## src/rtl/y_mat_rd_ctrl_pkg.sv

```systemverilog
// Shared types and constants for the Y-matrix index read controller.
package ymat_pkg;

   typedef enum logic [1:0] {
      IDLE  = 2'd0,
      ISSUE = 2'd1,
      WAIT  = 2'd2,
      RESP  = 2'd3
   } ymat_state_e;

   localparam int unsigned YMA_ENTRY_W = 16;
   localparam int unsigned YMA_ADDR_W  = 11;
   localparam int unsigned YMA_ENTRIES = 16;
   localparam int unsigned YMA_ROW_W   = 16;
   localparam int unsigned YMA_WORD_W  = YMA_ENTRY_W * YMA_ENTRIES;

endpackage

```

## src/rtl/y_mat_rd_ctrl_if.sv

```systemverilog
// Requester, index-memory and response signals of the Y-matrix read controller.
// master: controller side; slave: environment (requesters, memory, consumer).
interface y_mat_rd_ctrl_if #(
   parameter int unsigned MADDR_W = 12
);
   import ymat_pkg::*;

   logic                  req0_valid;
   logic [YMA_ROW_W-1:0]  req0_row;
   logic                  req0_ready;
   logic                  req1_valid;
   logic [YMA_ROW_W-1:0]  req1_row;
   logic                  req1_ready;
   logic                  mem_rd_en;
   logic [MADDR_W-1:0]    mem_rd_addr;
   logic [YMA_WORD_W-1:0] mem_rd_data;
   logic                  rsp_valid;
   logic                  rsp_ready;
   logic                  rsp_id;
   logic [YMA_ROW_W-1:0]  rsp_row;
   logic [YMA_ADDR_W-1:0] rsp_addr;

   modport master (
      input  req0_valid, req0_row, req1_valid, req1_row, mem_rd_data, rsp_ready,
      output req0_ready, req1_ready, mem_rd_en, mem_rd_addr,
             rsp_valid, rsp_id, rsp_row, rsp_addr
   );

   modport slave (
      output req0_valid, req0_row, req1_valid, req1_row, mem_rd_data, rsp_ready,
      input  req0_ready, req1_ready, mem_rd_en, mem_rd_addr,
             rsp_valid, rsp_id, rsp_row, rsp_addr
   );

endinterface

```

## src/rtl/getYMatAddress.sv

```systemverilog
// Selects one 16-bit entry of a 256-bit index word and returns its 11-bit address.
// Entry k sits in bits [255-16k -: 16]; the address is its low 11 bits.
module getYMatAddress
   import ymat_pkg::*;
(
   input  logic                  readEnable,
   input  logic [3:0]            rowEntry,
   input  logic [YMA_WORD_W-1:0] memData,
   output logic [YMA_ADDR_W-1:0] address
);

   // Entry mux; output held at zero when not reading.
   always_comb begin
      address = '0;
      if (readEnable) begin
         for (int unsigned k = 0; k < YMA_ENTRIES; k++) begin
            if (rowEntry == 4'(k)) begin
               address = memData[(YMA_ENTRIES-1-k)*YMA_ENTRY_W +: YMA_ADDR_W];
            end
         end
      end
   end

endmodule

```

## src/rtl/y_mat_rd_ctrl_rr_arb2.sv

```systemverilog
// Two-way round-robin grant with a priority pointer register.
module ymat_rr_arb2 (
   input  logic       clk_i,
   input  logic       rst_ni,
   input  logic [1:0] req_i,
   input  logic       accept_i,
   output logic [1:0] gnt_o
);

   logic ptr_q;
   logic ptr_d;

   // Single requester wins outright; a tie goes to the pointer.
   always_comb begin
      gnt_o = req_i;
      if (req_i == 2'b11) begin
         gnt_o = ptr_q ? 2'b10 : 2'b01;
      end
   end

   // After an accept the pointer names the requester that was not granted.
   always_comb begin
      ptr_d = ptr_q;
      if (accept_i) begin
         ptr_d = ~gnt_o[1];
      end
   end

   // Pointer register, requester 0 first after reset.
   always_ff @(posedge clk_i) begin
      if (!rst_ni) begin
         ptr_q <= 1'b0;
      end else begin
         ptr_q <= ptr_d;
      end
   end

endmodule

```

## src/rtl/y_mat_rd_ctrl.sv

```systemverilog
// Y-matrix index read controller: arbitrates two row requesters, reads the
// index word row[15:4], extracts entry row[3:0] and returns it with valid/ready.
// Optional macro YMA_RSP_CNT_EN adds rsp_cnt, a wrapping count of completed responses.
module y_mat_rd_ctrl
   import ymat_pkg::*;
#(
   parameter int unsigned MEM_LAT = 2,
   parameter int unsigned MADDR_W = 12
) (
   input  logic             clock,
   input  logic             reset,
   y_mat_rd_ctrl_if.master  bus,
   output logic             busy
`ifdef YMA_RSP_CNT_EN
   ,
   output logic [15:0]      rsp_cnt
`endif
);

   ymat_state_e           state_q;
   logic [3:0]            cnt_q;
   logic [YMA_ROW_W-1:0]  row_q;
   logic                  id_q;
   logic                  mem_en_q;
   logic [MADDR_W-1:0]    mem_addr_q;
   logic                  rsp_valid_q;
   logic [YMA_ADDR_W-1:0] rsp_addr_q;
   logic                  busy_q;

   logic [1:0]            gnt;
   logic                  accept;
   logic [YMA_ROW_W-1:0]  row_d;
   logic                  sample;
   logic [YMA_ADDR_W-1:0] ext_addr;

   ymat_rr_arb2 u_arb (
      .clk_i    (clock),
      .rst_ni   (reset),
      .req_i    ({bus.req1_valid, bus.req0_valid}),
      .accept_i (accept),
      .gnt_o    (gnt)
   );

   // Ready is gated by reset so no requester sees an accept while reset is held.
   assign accept         = (state_q == IDLE) && reset && (gnt != 2'b00);
   assign bus.req0_ready = accept && gnt[0];
   assign bus.req1_ready = accept && gnt[1];
   assign row_d          = gnt[1] ? bus.req1_row : bus.req0_row;

   assign sample = (state_q == WAIT) && (cnt_q == 4'd1);

   getYMatAddress u_extract (
      .readEnable (sample),
      .rowEntry   (row_q[3:0]),
      .memData    (bus.mem_rd_data),
      .address    (ext_addr)
   );

   // Sequencer: accept, issue one read, wait MEM_LAT, hold response until taken.
   always_ff @(posedge clock) begin
      if (!reset) begin
         state_q     <= IDLE;
         cnt_q       <= '0;
         row_q       <= '0;
         id_q        <= 1'b0;
         mem_en_q    <= 1'b0;
         mem_addr_q  <= '0;
         rsp_valid_q <= 1'b0;
         rsp_addr_q  <= '0;
         busy_q      <= 1'b0;
      end else begin
         case (state_q)
            IDLE: begin
               if (accept) begin
                  row_q      <= row_d;
                  id_q       <= gnt[1];
                  mem_en_q   <= 1'b1;
                  mem_addr_q <= MADDR_W'(row_d[YMA_ROW_W-1:4]);
                  busy_q     <= 1'b1;
                  state_q    <= ISSUE;
               end
            end
            ISSUE: begin
               mem_en_q <= 1'b0;
               cnt_q    <= 4'(MEM_LAT);
               state_q  <= WAIT;
            end
            WAIT: begin
               cnt_q <= cnt_q - 4'd1;
               if (sample) begin
                  rsp_addr_q  <= ext_addr;
                  rsp_valid_q <= 1'b1;
                  state_q     <= RESP;
               end
            end
            RESP: begin
               if (bus.rsp_ready) begin
                  rsp_valid_q <= 1'b0;
                  busy_q      <= 1'b0;
                  state_q     <= IDLE;
               end
            end
            default: state_q <= IDLE;
         endcase
      end
   end

   assign bus.mem_rd_en   = mem_en_q;
   assign bus.mem_rd_addr = mem_addr_q;
   assign bus.rsp_valid   = rsp_valid_q;
   assign bus.rsp_id      = id_q;
   assign bus.rsp_row     = row_q;
   assign bus.rsp_addr    = rsp_addr_q;
   assign busy            = busy_q;

`ifdef YMA_RSP_CNT_EN
   logic [15:0] rsp_cnt_q;

   // Completed-handshake counter, wraps naturally at 16 bits.
   always_ff @(posedge clock) begin
      if (!reset) begin
         rsp_cnt_q <= '0;
      end else if (rsp_valid_q && bus.rsp_ready) begin
         rsp_cnt_q <= rsp_cnt_q + 16'd1;
      end
   end

   assign rsp_cnt = rsp_cnt_q;
`endif

endmodule

```

## src/flat_wrapper.sv

```systemverilog
// flat-port wrapper written by rule: the top's interface ports become plain ports
module y_mat_rd_ctrl_flat import ymat_pkg::*;
#(
   parameter int unsigned MEM_LAT = 2,
   parameter int unsigned MADDR_W = 12
)
  (clock, reset, busy, bus_req0_valid, bus_req0_row, bus_req1_valid, bus_req1_row, bus_mem_rd_data, bus_rsp_ready, bus_req0_ready, bus_req1_ready, bus_mem_rd_en, bus_mem_rd_addr, bus_rsp_valid, bus_rsp_id, bus_rsp_row, bus_rsp_addr);
  y_mat_rd_ctrl_if #(.MADDR_W(MADDR_W)) bus_i ();
  input  logic clock;
  input  logic reset;
  output logic busy;
  input wire logic [$bits(bus_i.req0_valid)-1:0] bus_req0_valid;
  input wire logic [$bits(bus_i.req0_row)-1:0] bus_req0_row;
  input wire logic [$bits(bus_i.req1_valid)-1:0] bus_req1_valid;
  input wire logic [$bits(bus_i.req1_row)-1:0] bus_req1_row;
  input wire logic [$bits(bus_i.mem_rd_data)-1:0] bus_mem_rd_data;
  input wire logic [$bits(bus_i.rsp_ready)-1:0] bus_rsp_ready;
  output wire logic [$bits(bus_i.req0_ready)-1:0] bus_req0_ready;
  output wire logic [$bits(bus_i.req1_ready)-1:0] bus_req1_ready;
  output wire logic [$bits(bus_i.mem_rd_en)-1:0] bus_mem_rd_en;
  output wire logic [$bits(bus_i.mem_rd_addr)-1:0] bus_mem_rd_addr;
  output wire logic [$bits(bus_i.rsp_valid)-1:0] bus_rsp_valid;
  output wire logic [$bits(bus_i.rsp_id)-1:0] bus_rsp_id;
  output wire logic [$bits(bus_i.rsp_row)-1:0] bus_rsp_row;
  output wire logic [$bits(bus_i.rsp_addr)-1:0] bus_rsp_addr;
  assign bus_i.req0_valid = bus_req0_valid;
  assign bus_i.req0_row = bus_req0_row;
  assign bus_i.req1_valid = bus_req1_valid;
  assign bus_i.req1_row = bus_req1_row;
  assign bus_i.mem_rd_data = bus_mem_rd_data;
  assign bus_i.rsp_ready = bus_rsp_ready;
  assign bus_req0_ready = bus_i.req0_ready;
  assign bus_req1_ready = bus_i.req1_ready;
  assign bus_mem_rd_en = bus_i.mem_rd_en;
  assign bus_mem_rd_addr = bus_i.mem_rd_addr;
  assign bus_rsp_valid = bus_i.rsp_valid;
  assign bus_rsp_id = bus_i.rsp_id;
  assign bus_rsp_row = bus_i.rsp_row;
  assign bus_rsp_addr = bus_i.rsp_addr;
  y_mat_rd_ctrl #(.MEM_LAT(MEM_LAT), .MADDR_W(MADDR_W)) u_core (.clock(clock), .reset(reset), .bus(bus_i), .busy(busy));
endmodule
```

## config.mk

```make
export PLATFORM = sky130hd
export DESIGN_NAME = y_mat_rd_ctrl_flat
export DESIGN_NICKNAME = d
export VERILOG_FILES = /design/src/rtl/y_mat_rd_ctrl_pkg.sv /design/src/rtl/y_mat_rd_ctrl_if.sv /design/src/rtl/getYMatAddress.sv /design/src/rtl/y_mat_rd_ctrl_rr_arb2.sv /design/src/rtl/y_mat_rd_ctrl.sv /design/src/flat_wrapper.sv
export SDC_FILE = /design/constraint.sdc
export NUM_CORES = 1
export LEC_CHECK = 0
export BUFFER_PORTS_ARGS = -buffer_cell sky130_fd_sc_hd__buf_2
export CORE_AREA = 3 3 132 134
export DETAILED_ROUTE_END_ITERATION = 8
export DIE_AREA = 0 0 135 137
export PLACE_DENSITY = 0.6
export RECOVER_POWER = 50
export REMOVE_ABC_BUFFERS = 1
export SYNTH_ARGS = -nofsm -noshare
export SYNTH_HDL_FRONTEND = slang
export SYNTH_HIERARCHICAL = 1
export SYNTH_SLANG_ARGS = --single-unit
```

## constraint.sdc

```tcl
create_clock -name clock -period 2.6 [get_ports clock]
set_input_delay 0.26 -clock clock [delete_from_list [all_inputs] [get_ports clock]]
set_output_delay 0.26 -clock clock [all_outputs]
set_load 0.01 [all_outputs]
```

==> out/results.tsv, run 1 <==
stage	metric	value	unit
status	run status	completed	
hold_path	hold_sp	bus_rsp_ready	
clocking	clk slew on worst S/H paths	0.06	ns
route	Detailed Route WL	16300	um
sta	Slew @ Worst Pin	0.667	ns
die	Core Area	16400	um2
route	Residual DRC	0	
worst_setup_path	CP Data Required Time	2.81	ns
sta	crit share post-route	84.8	%
logic_synthesis	most common cell in the synthesized netlist	nand2_1	
die	IO Pins	338	
route	Avg WL per Cell	18.0	um
layout	Nets	984	
clocking	CTS tree	built	
worst_setup_path	Worst setup EP type	flop	
logic_synthesis	register area share after synthesis	21.0	%
route	Avg Vias per Cell	4.84	
clocking	# Post-CTS Setup Buffers	0	
worst_setup_path	CP max stage delay	0.41	ns
layout	Finished Cell Area	5210	um2
worst_setup_path	r2r setup slk	0.39	ns
logic_synthesis	Post-synth ARST share	0	%
placement	Post-DP HPWL	13300	um
route	iteration-0 DRC count of the detailed router	213	
sta	final hold vios	0	
die	Die Span X	135	um
worst_setup_path	worst r2r path cells	10	
sta	Final min period	2.21	ns
pwr	Static Leakage	2.21	nW
die	Site Rows	47	
hold_path	hold depth	2	
sta	final setup vio count	0	
logic_synthesis	register bit total from synthesis	38	
logic_synthesis	library cells used by synthesis	61	
logic_synthesis	largest area contributor in the netlist	dfxtp_1	
clocking	H-tree depth	2	
layout	final core occ	31.8	%
placement	port bufs	257	
grt	pin count of the biggest net entering global routing	33	
logic_synthesis	Post-Synthesis Cells	448	
die	die area	18500	um2
clocking	PostCTS Resize Cnt	0	
die	Die Height	137	um
clocking	clock root buffer	clkbuf_16	
sta	WHS	0.183	ns
worst_setup_path	WP buf/inv	3	
grt	GRT Util Overall	16.6	%
die	Starting Density	22.0	%
layout	layout cells sized above 1	39.7	%
logic_synthesis	Syn Std Cell Area	3620	um2
route	via count	4388	
logic_synthesis	Post-synth EDFFs	0	
worst_setup_path	worst r2r src	u_core/state_q[0]	
route	drt pass-1 iters	4	
clocking	Sink Count	38	
sta	RSZ-0062 raised after global routing	false	
clocking	clk_lat worst skew	0.28	ns
grt	Overflow after GRT	0	
pwr	Cell Pwr Density	679	nW/um2
worst_setup_path	slowest CP cell	ha_1	
grt	vias in the first global route	4286	
clocking	Post-CTS Hold Buffers	0	
hold_path	Hold Path Class	input pin to flop	
route	post-route ant nets	0	
clocking	CTS max path bufs	2	
run	max_cap viols	0	
layout	area grow syn2layout	44.2	%
worst_setup_path	Crit path arrival time	2.42	ns
sta	clk_skew	0.00482	ns
grt	initial antenna violation count	5	
worst_setup_path	worst-path maximum fanout	18	
worst_setup_path	Crit Reg-Reg Endpoint	u_core/bus.rsp_addr[8]	
worst_setup_path	Crit Path Class	flop to flop	
worst_setup_path	crit path launch type	flop	
worst_setup_path	critical-path cell list	inv_1 > ha_1 > nand4bb_2 > inv_2 > buf_4 > o21ai_0 > a31oi_1 > o21a_1 > nand2_1 > a21boi_1	
logic_synthesis	post-synth top area share	21.0	%
sta	Slew Limit Fails	0	
logic_synthesis	syn avg cell area	8.07	um2
logic_synthesis	total of warnings raised by yosys	6	
layout	fillcell total	1787	
placement	gpl congestion	0.840	
pwr	Peak VDD IR	0.323	mV
clocking	CTS buffer count	5	
worst_setup_path	critical path's top delay family	buffers and inverters	
grt	first-pass GRT wire length	23700	um
logic_synthesis	Synth area leaders	dfxtp_1 21%, mux2i_1 11%, a21oi_1 4.7%	
sta	Fmax achieved	453	MHz
hold_path	Hold Crit Endpoint	u_core/busy	
logic_synthesis	Post-synth top cells	43 x nand2_1, 39 x mux2i_1, 38 x dfxtp_1	
logic_synthesis	top_reg_cell synth	dfxtp_1	
placement	dpl cell area	5070	um2
sta	worst rel slew slack	55.3	%
state kept, by name, indices dropped and copies added, names as in the netlist:
name and count:
u_core/busy 1, u_core/cnt_q 4, u_core/bus.rsp_row 16, u_core/bus.rsp_addr 11
u_core/state_q 2, u_core/u_arb/ptr_q 1, u_core/bus.rsp_id 1, u_core/bus.rsp_valid 1
u_core/bus.mem_rd_en 1
per-layer routing:
layer  vias to the layer above  global-route usage (%)  wire length, um
met5                         -                       0               42
met4                         8                    3.02              169
li1                       2168                       -                -
met3                        18                    4.63             1540
met2                       203                    29.2             7720
met1                      1991                    20.4             6820
stage by stage:
step / TNS [ns] / worst slack [ns] / total power [mW] / cells
2_1_floorplan: -6.34 / -0.671 / 1.95 / 394
3_3_place_gp: 0 / 0.404 / 2.76 / 897
3_5_place_dp: 0 / 0.384 / 2.77 / 897
4_1_cts: 0 / 0.356 / 3.59 / 905
5_1_grt: 0 / 0.161 / 3.80 / 906
6_report: 0 / 0.395 / 3.54 / 906
worst max path at each step:
stage,from,slack (ns),endpoint,cells past startpoint
2_1_floorplan,u_core/bus.rsp_row[0],-0.67,u_core/bus.rsp_addr[1],7
3_3_place_gp,u_core/state_q[0],0.40,u_core/bus.rsp_addr[4],9
3_5_place_dp,u_core/state_q[0],0.38,u_core/bus.rsp_addr[4],9
4_1_cts,u_core/state_q[0],0.36,u_core/bus.rsp_addr[4],9
5_1_grt,u_core/state_q[0],0.16,u_core/bus.rsp_addr[8],10
6_report,u_core/state_q[0],0.39,u_core/bus.rsp_addr[8],10
logic make-up after synthesis:
kind of cell    synth area share (%)
compound gates                  34.9
fa+ha+maj                       2.42
buf+inv                         9.86
flops                           21.0
mux                             16.7
simple gates                    15.1
layout by cell type (no fill, tap or decap), drive strengths merged, types with 6 or more instances in the layout:
| cell type | n |
|---|---|
| buf | 243 |
| clkbuf | 45 |
| nand2 | 43 |
| mux2i | 39 |
| dfxtp | 38 |
| o21ai | 35 |
| a21oi | 34 |
| o2bb2ai | 18 |
| nor2 | 15 |
| o22ai | 15 |
| a31oi | 14 |
| a21boi | 14 |
| a22oi | 10 |
| and3 | 8 |
| mux4 | 8 |
| nor2b | 7 |
| nand2b | 7 |
| o21a | 7 |
| ha | 7 |
| nor3 | 7 |
| a211oi | 7 |
| inv | 7 |
| o211ai | 6 |
| a221oi | 6 |
cell type report:
class | instances | area (um2) | share of cell area [%]
multi-input cells | 346 | 2500 | 47.9
repair buffers | 283 | 1440 | 27.6
flip-flops and latches | 38 | 764 | 14.7
well taps | 220 | 275 | 5.28
clock buffers | 5 | 125 | 2.40
clock inverters | 3 | 68.8 | 1.32
inverters | 10 | 37.5 | 0.720
diodes | 1 | 2.50 | 0.0480
where the power goes:
group	switching [mW]	total (mW)	internal, mW
sequential	0.126	0.821	0.695
clock	0.253	0.805	0.551
combinational	1.09	1.91	0.824
Power figures use the tool's default switching activity.
==> run 2: changes to the inputs <==
clock period = 2.1 ns   (was 2.6 ns; I/O delays follow)
==> out/results.tsv, run 2 (synthesized netlist as in run 1, its figures left out) <==
stage	metric	value	unit	change
pwr	Psw	1.84	mW	+25%
placement	gpl congestion	0.814		-3.0%
worst_setup_path	crit path launch type	flop		
clocking	Sink Count	38		unchanged
worst_setup_path	worst r2r path cells	9		-1
pwr	Net Sw Frac	40.4	%	-1.1 points
pwr	Reg power frac	23.4	%	+0.2 points
route	Residual DRC	0		unchanged
worst_setup_path	worst-path maximum fanout	13		-5
route	drt pass-1 iters	4		unchanged
sta	post-route setup slack	0.118	ns	-0.276 ns
clocking	clock root buffer	clkbuf_16		
hold_path	hold_sp	bus_req1_valid		
clocking	CTS tree	built		
grt	initial antenna violation count	7		+2
die	Core Area	16400	um2	unchanged
placement	Post-DP HPWL	13500	um	+1.8%
worst_setup_path	Crit path arrival time	2.15	ns	-0.27 ns
sta	final setup vio count	0		unchanged
clocking	CTS buffer count	5		unchanged
grt	Overflow after GRT	0		unchanged
worst_setup_path	CP Data Required Time	2.27	ns	-0.54 ns
layout	most common cell after layout, fill and taps aside	buf_2		
worst_setup_path	Critical Path Stages	9		-1
sta	clk_skew	0.00558	ns	+0.000761 ns
pwr	combinational power share	54.3	%	+0.2 points
run	max_cap viols	0		unchanged
grt	pin count of the biggest net entering global routing	28		-15%
grt	GRT Util Overall	16.5	%	-0.068 points
layout	layout cells sized above 1	42.4	%	+2.7 points
worst_setup_path	worst r2r src	u_core/bus.rsp_row[0]		
route	Avg WL per Cell	18.0	um	about the same
sta	RSZ-0062 raised after global routing	false		
sta	final hold vios	0		unchanged
status	run status	completed		
worst_setup_path	WP buf/inv	3		unchanged
die	Die Span X	135	um	unchanged
worst_setup_path	critical-path cell list	buf_12 > nor2b_2 > buf_4 > a221o_1 > a32oi_1 > a31oi_1 > buf_4 > nand2_1 > a21boi_1		
clocking	Post-CTS Hold Buffers	0		unchanged
worst_setup_path	critical path's top delay family	compound AO/OA/AOI/OAI gates		
route	Avg Vias per Cell	4.87		+0.56%
worst_setup_path	Worst setup EP type	flop		
grt	vias in the first global route	4378		+2.1%
layout	commonest cells after routing, fill and taps aside	218 x buf_2, 43 x nand2_1, 43 x buf_4		
clocking	clk_lat worst skew	0.28	ns	about the same
layout	area grow syn2layout	50.1	%	
die	Site Rows	47		unchanged
pwr	clock power share	22.3	%	-0.4 points
pwr	Cell Pwr Density	838	nW/um2	+23%
clocking	clk slew on worst S/H paths	0.06	ns	about the same
sta	Final min period	1.98	ns	-0.224 ns
route	Detailed Route WL	16700	um	+2.3%
placement	worst slack, placed	-0.101	ns	-0.485 ns
worst_setup_path	most frequent CP cell	buf_4		
die	die area	18500	um2	unchanged
worst_setup_path	Critical Path Start	u_core/bus.rsp_row[0]		
grt	first-pass GRT wire length	23700	um	-0.11%
layout	Nets	1004		+2.0%
layout	max reg flops	16		unchanged
placement	port bufs	257		unchanged
hold_path	Hold Path Class	input pin to flop		
sta	Slew Limit Fails	0		unchanged
die	Starting Density	22.0	%	unchanged
pwr	Static Leakage	2.33	nW	+5.6%
clocking	CTS max path bufs	2		unchanged
route	post-route ant nets	0		unchanged
hold_path	hold depth	2		unchanged
die	Die Height	137	um	unchanged
pwr	internal power	2.71	mW	+31%
sta	worst rel slew slack	66.5	%	+11 points
sta	Fmax achieved	505	MHz	+11%
worst_setup_path	CP max stage delay	0.40	ns	about the same
sta	post-route setup TNS	0	ns	unchanged
worst_setup_path	slowest CP cell	dfxtp_4		
route	iteration-0 DRC count of the detailed router	215		+0.94%
route	via count	4515		+2.9%
sta	crit share post-route	94.4	%	+9.5 points
pwr	Peak VDD IR	0.391	mV	+21%
worst_setup_path	Crit Path Class	flop to flop		
clocking	H-tree depth	2		unchanged
sta	Slew @ Worst Pin	0.498	ns	-0.169 ns
die	IO Pins	338		unchanged
-- run 2: through the flow --
stage	utilization (%)	instances	hold slack, ns	cell area, um2	total power, mW
after floorplan	-	394	0.317	3300	2.41
after global placement	31.6	913	0.425	5190	3.50
after detailed placement	31.6	913	0.435	5190	3.51
after CTS	33.0	924	0.129	5410	4.56
after global routing	33.1	926	0.143	5420	4.88
final	33.1	927	0.140	5430	4.55
-- run 2: repair_timing --
action,4_1_cts,5_1_grt
buffers inserted,3,0
endpoints found under the setup margin,5,11
gates cloned,0,1
pin swaps,1,2
gates resized for setup,0,10
-- run 2: cell type report --
class | count | area [um2]
inverters | 10 | 41.3
fillers | 1775 | 11000
diodes | 2 | 5.00
multi-input cells | 346 | 2510
clock buffers | 6 | 139
repair buffers | 303 | 1620
flip-flops and latches | 38 | 776
clock inverters | 2 | 60.1
well taps | 220 | 275
-- run 2: final timing paths --
path | to | slack (ns)
setup / recovery | u_core/bus.rsp_addr[5] | 0.12
hold / removal | u_core/u_arb/ptr_q | 0.14
hold reg to reg | u_core/bus.rsp_addr[10] | 0.45
setup reg to reg | u_core/bus.rsp_addr[5] | 0.12
-- run 2: layer usage --
metal	track usage, %	routed length [um]
met1	20.0	6870
met2	29.4	7920
met3	5.11	1620
met4	2.63	170
met5	0	82
-- run 2: power by group through the flow --
stage / sequential (mW) / clock (mW) / combinational (mW)
finish: 1.06 / 1.01 / 2.47
global route: 1.09 / 1.09 / 2.70
CTS: 1.05 / 1.05 / 2.46
floorplan: 1.22 / 0 / 1.18
detailed placement: 1.05 / 0 / 2.45
global placement: 1.06 / 0 / 2.44
==> run 3: changes to the inputs <==
REMOVE_ABC_BUFFERS = default   (was 1)
==> out/results.tsv, run 3 (synthesized netlist as in run 1, its figures left out) <==
stage	metric	value	unit	change
sta	Fmax achieved	513	MHz	+1.7%
grt	initial antenna violation count	3		-4
die	IO Pins	338		unchanged
worst_setup_path	Critical Path Stages	8		-1
worst_setup_path	most frequent CP cell	buf_4		
route	Avg WL per Cell	17.8	um	-1.2%
layout	layout cells sized above 1	41.8	%	-0.60 points
sta	worst rel slew slack	66.7	%	+0.21 points
route	Detailed Route WL	16500	um	-0.98%
worst_setup_path	CP max stage delay	0.53	ns	+0.13 ns
hold_path	hold_sp	bus_rsp_ready		
worst_setup_path	Crit Path Class	flop to flop		
grt	vias in the first global route	4252		-2.9%
sta	final hold vios	0		unchanged
route	post-route ant nets	0		unchanged
run	max_cap viols	0		unchanged
route	iteration-0 DRC count of the detailed router	268		+25%
layout	Nets	1008		+0.40%
sta	post-route setup slack	0.152	ns	+0.0335 ns
layout	final core occ	32.8	%	-0.32 points
sta	Slew @ Worst Pin	0.495	ns	-0.00309 ns
route	Residual DRC	0		unchanged
layout	commonest cells after routing, fill and taps aside	218 x buf_2, 47 x buf_4, 43 x nand2_1		
hold_path	hold depth	2		unchanged
route	via count	4397		-2.6%
sta	crit share post-route	92.8	%	-1.6 points
worst_setup_path	worst-path maximum fanout	9		-4
worst_setup_path	r2r setup slk	0.15	ns	+0.03 ns
layout	Non-Filler Instances	929		+0.22%
sta	clk_skew	0.00310	ns	-0.00248 ns
sta	Final min period	1.95	ns	-0.0335 ns
worst_setup_path	worst r2r src	u_core/bus.rsp_row[0]		
placement	gpl congestion	0.813		-0.14%
pwr	Peak VDD IR	0.385	mV	-1.5%
die	die area	18500	um2	unchanged
hold_path	Hold Path Class	input pin to flop		
worst_setup_path	worst r2r path cells	8		-1
pwr	internal power	2.47	mW	-8.7%
pwr	combinational power share	59.3	%	+5.0 points
clocking	Sink Count	38		unchanged
worst_setup_path	Crit path arrival time	2.11	ns	-0.04 ns
sta	post-route setup TNS	0	ns	unchanged
clocking	clk slew on worst S/H paths	0.06	ns	about the same
pwr	Reg power frac	24.4	%	+1.0 points
clocking	CTS max path bufs	2		unchanged
layout	area grow syn2layout	48.6	%	
grt	Overflow after GRT	0		unchanged
die	Site Rows	47		unchanged
grt	pin count of the biggest net entering global routing	36		+29%
worst_setup_path	Worst setup EP type	flop		
sta	final setup vio count	0		unchanged
route	Avg Vias per Cell	4.73		-2.8%
placement	worst slack, placed	-0.0498	ns	+0.0515 ns
hold_path	Hold Crit Endpoint	u_core/busy		
pwr	clock power share	16.3	%	-6.0 points
clocking	CTS tree	built		
placement	port bufs	257		unchanged
worst_setup_path	slowest CP cell	mux4_1		
grt	GRT Util Overall	16.1	%	-0.47 points
clocking	clock root buffer	clkbuf_16		
worst_setup_path	critical path's top delay family	multiplexers		
placement	Post-DP HPWL	13600	um	+0.46%
placement	Cells after DPL	915		+0.22%
clocking	H-tree depth	2		unchanged
sta	RSZ-0062 raised after global routing	false		
layout	Finished Cell Area	5370	um2	-0.97%
route	drt pass-1 iters	4		unchanged
die	Starting Density	22.0	%	unchanged
worst_setup_path	critical-path cell list	buf_4 > mux4_1 > a211oi_1 > buf_4 > a21oi_1 > o21a_1 > nand2_1 > a21boi_1		
die	Die Span X	135	um	unchanged
logic_synthesis	Syn Nets	748		
pwr	total power draw	4.29	mW	-5.7%
pwr	Psw	1.81	mW	-1.3%
clocking	clk_lat worst skew	0.27	ns	about the same
worst_setup_path	crit path launch type	flop		
pwr	Static Leakage	2.32	nW	-0.80%
status	run status	completed		
worst_setup_path	CP Data Required Time	2.27	ns	about the same
die	Core Area	16400	um2	unchanged
die	Die Height	137	um	unchanged
worst_setup_path	WP buf/inv	2		-1
layout	max reg flops	16		unchanged
sta	WHS	0.144	ns	+0.00346 ns
placement	dpl cell area	5220	um2	+0.53%
pwr	Net Sw Frac	42.3	%	+1.9 points
pwr	Cell Pwr Density	798	nW/um2	-4.8%
layout	fillcell total	1783		+0.45%
sta	Slew Limit Fails	0		unchanged
clocking	CTS buffer count	5		unchanged
grt	first-pass GRT wire length	23100	um	-2.2%
worst_setup_path	Crit Reg-Reg Endpoint	u_core/bus.rsp_addr[9]		
layout	most common cell after layout, fill and taps aside	buf_2		
-- run 3: repair_timing --
item	4_1_cts	5_1_grt
resized for setup	2	1
buffers inserted	0	5
hold buffers	0	0
endpoints found under the setup margin	5	5
gates cloned	0	1
pin swaps	0	0
-- run 3: worst max-delay path by stage --
| stage | endpoint | slack, ns | from |
|---|---|---|---|
| 3_3_place_gp | u_core/bus.rsp_addr[7] | -0.06 | u_core/bus.rsp_row[0] |
| 2_1_floorplan | u_core/bus.rsp_addr[10] | 0.13 | u_core/state_q[0] |
| 6_report | u_core/bus.rsp_addr[9] | 0.15 | u_core/bus.rsp_row[0] |
| 5_1_grt | u_core/bus.rsp_addr[4] | 0.01 | u_core/state_q[0] |
| 4_1_cts | u_core/bus.rsp_addr[7] | 0.04 | u_core/bus.rsp_row[0] |
| 3_5_place_dp | u_core/bus.rsp_addr[4] | -0.05 | u_core/bus.rsp_row[1] |
-- run 3: layout make-up --
cell class	count	area [um2]	area share, %
Timing Repair Buffer	307	1660	30.8
Inverter	10	38.8	0.722
Clock buffer	7	133	2.47
Antenna cell	1	2.50	0.0466
Multi-Input combinational cell	346	2500	46.5
Sequential cell	38	771	14.3
Tap cell	220	275	5.12
-- run 3: power groups by stage --
stage               Combinational, mW  Clock [mW]  Sequential [mW]
global placement                 2.49           0             1.06
CTS                              2.51       0.723             1.05
floorplan                        1.62           0             1.01
global route                     2.78       0.759             1.07
detailed placement               2.51           0             1.06
finish                           2.54       0.700             1.05
-- run 3: per-layer routing --
metal | track usage (%) | share of wire [%] | wire [um] | vias to the layer above
met3 | 3.97 | 8.1 | 1330 | 12
met4 | 2.35 | 0.80 | 132 | 4
met1 | 20.7 | 42 | 6930 | 2021
li1 | - | - | - | 2210
met5 | 0 | 0.15 | 25 | -
met2 | 27.8 | 49 | 8080 | 150
-- run 3: worst reg2reg max path: cells and delay by family (launching register included) --
family | cells | cell delay, ns
buffers and inverters | 2 | 0.32
and+or+nand+nor | 1 | 0.06
AOI/OAI and AO/OA | 4 | 0.50
DFF | 1 | 0.43
muxes | 1 | 0.53
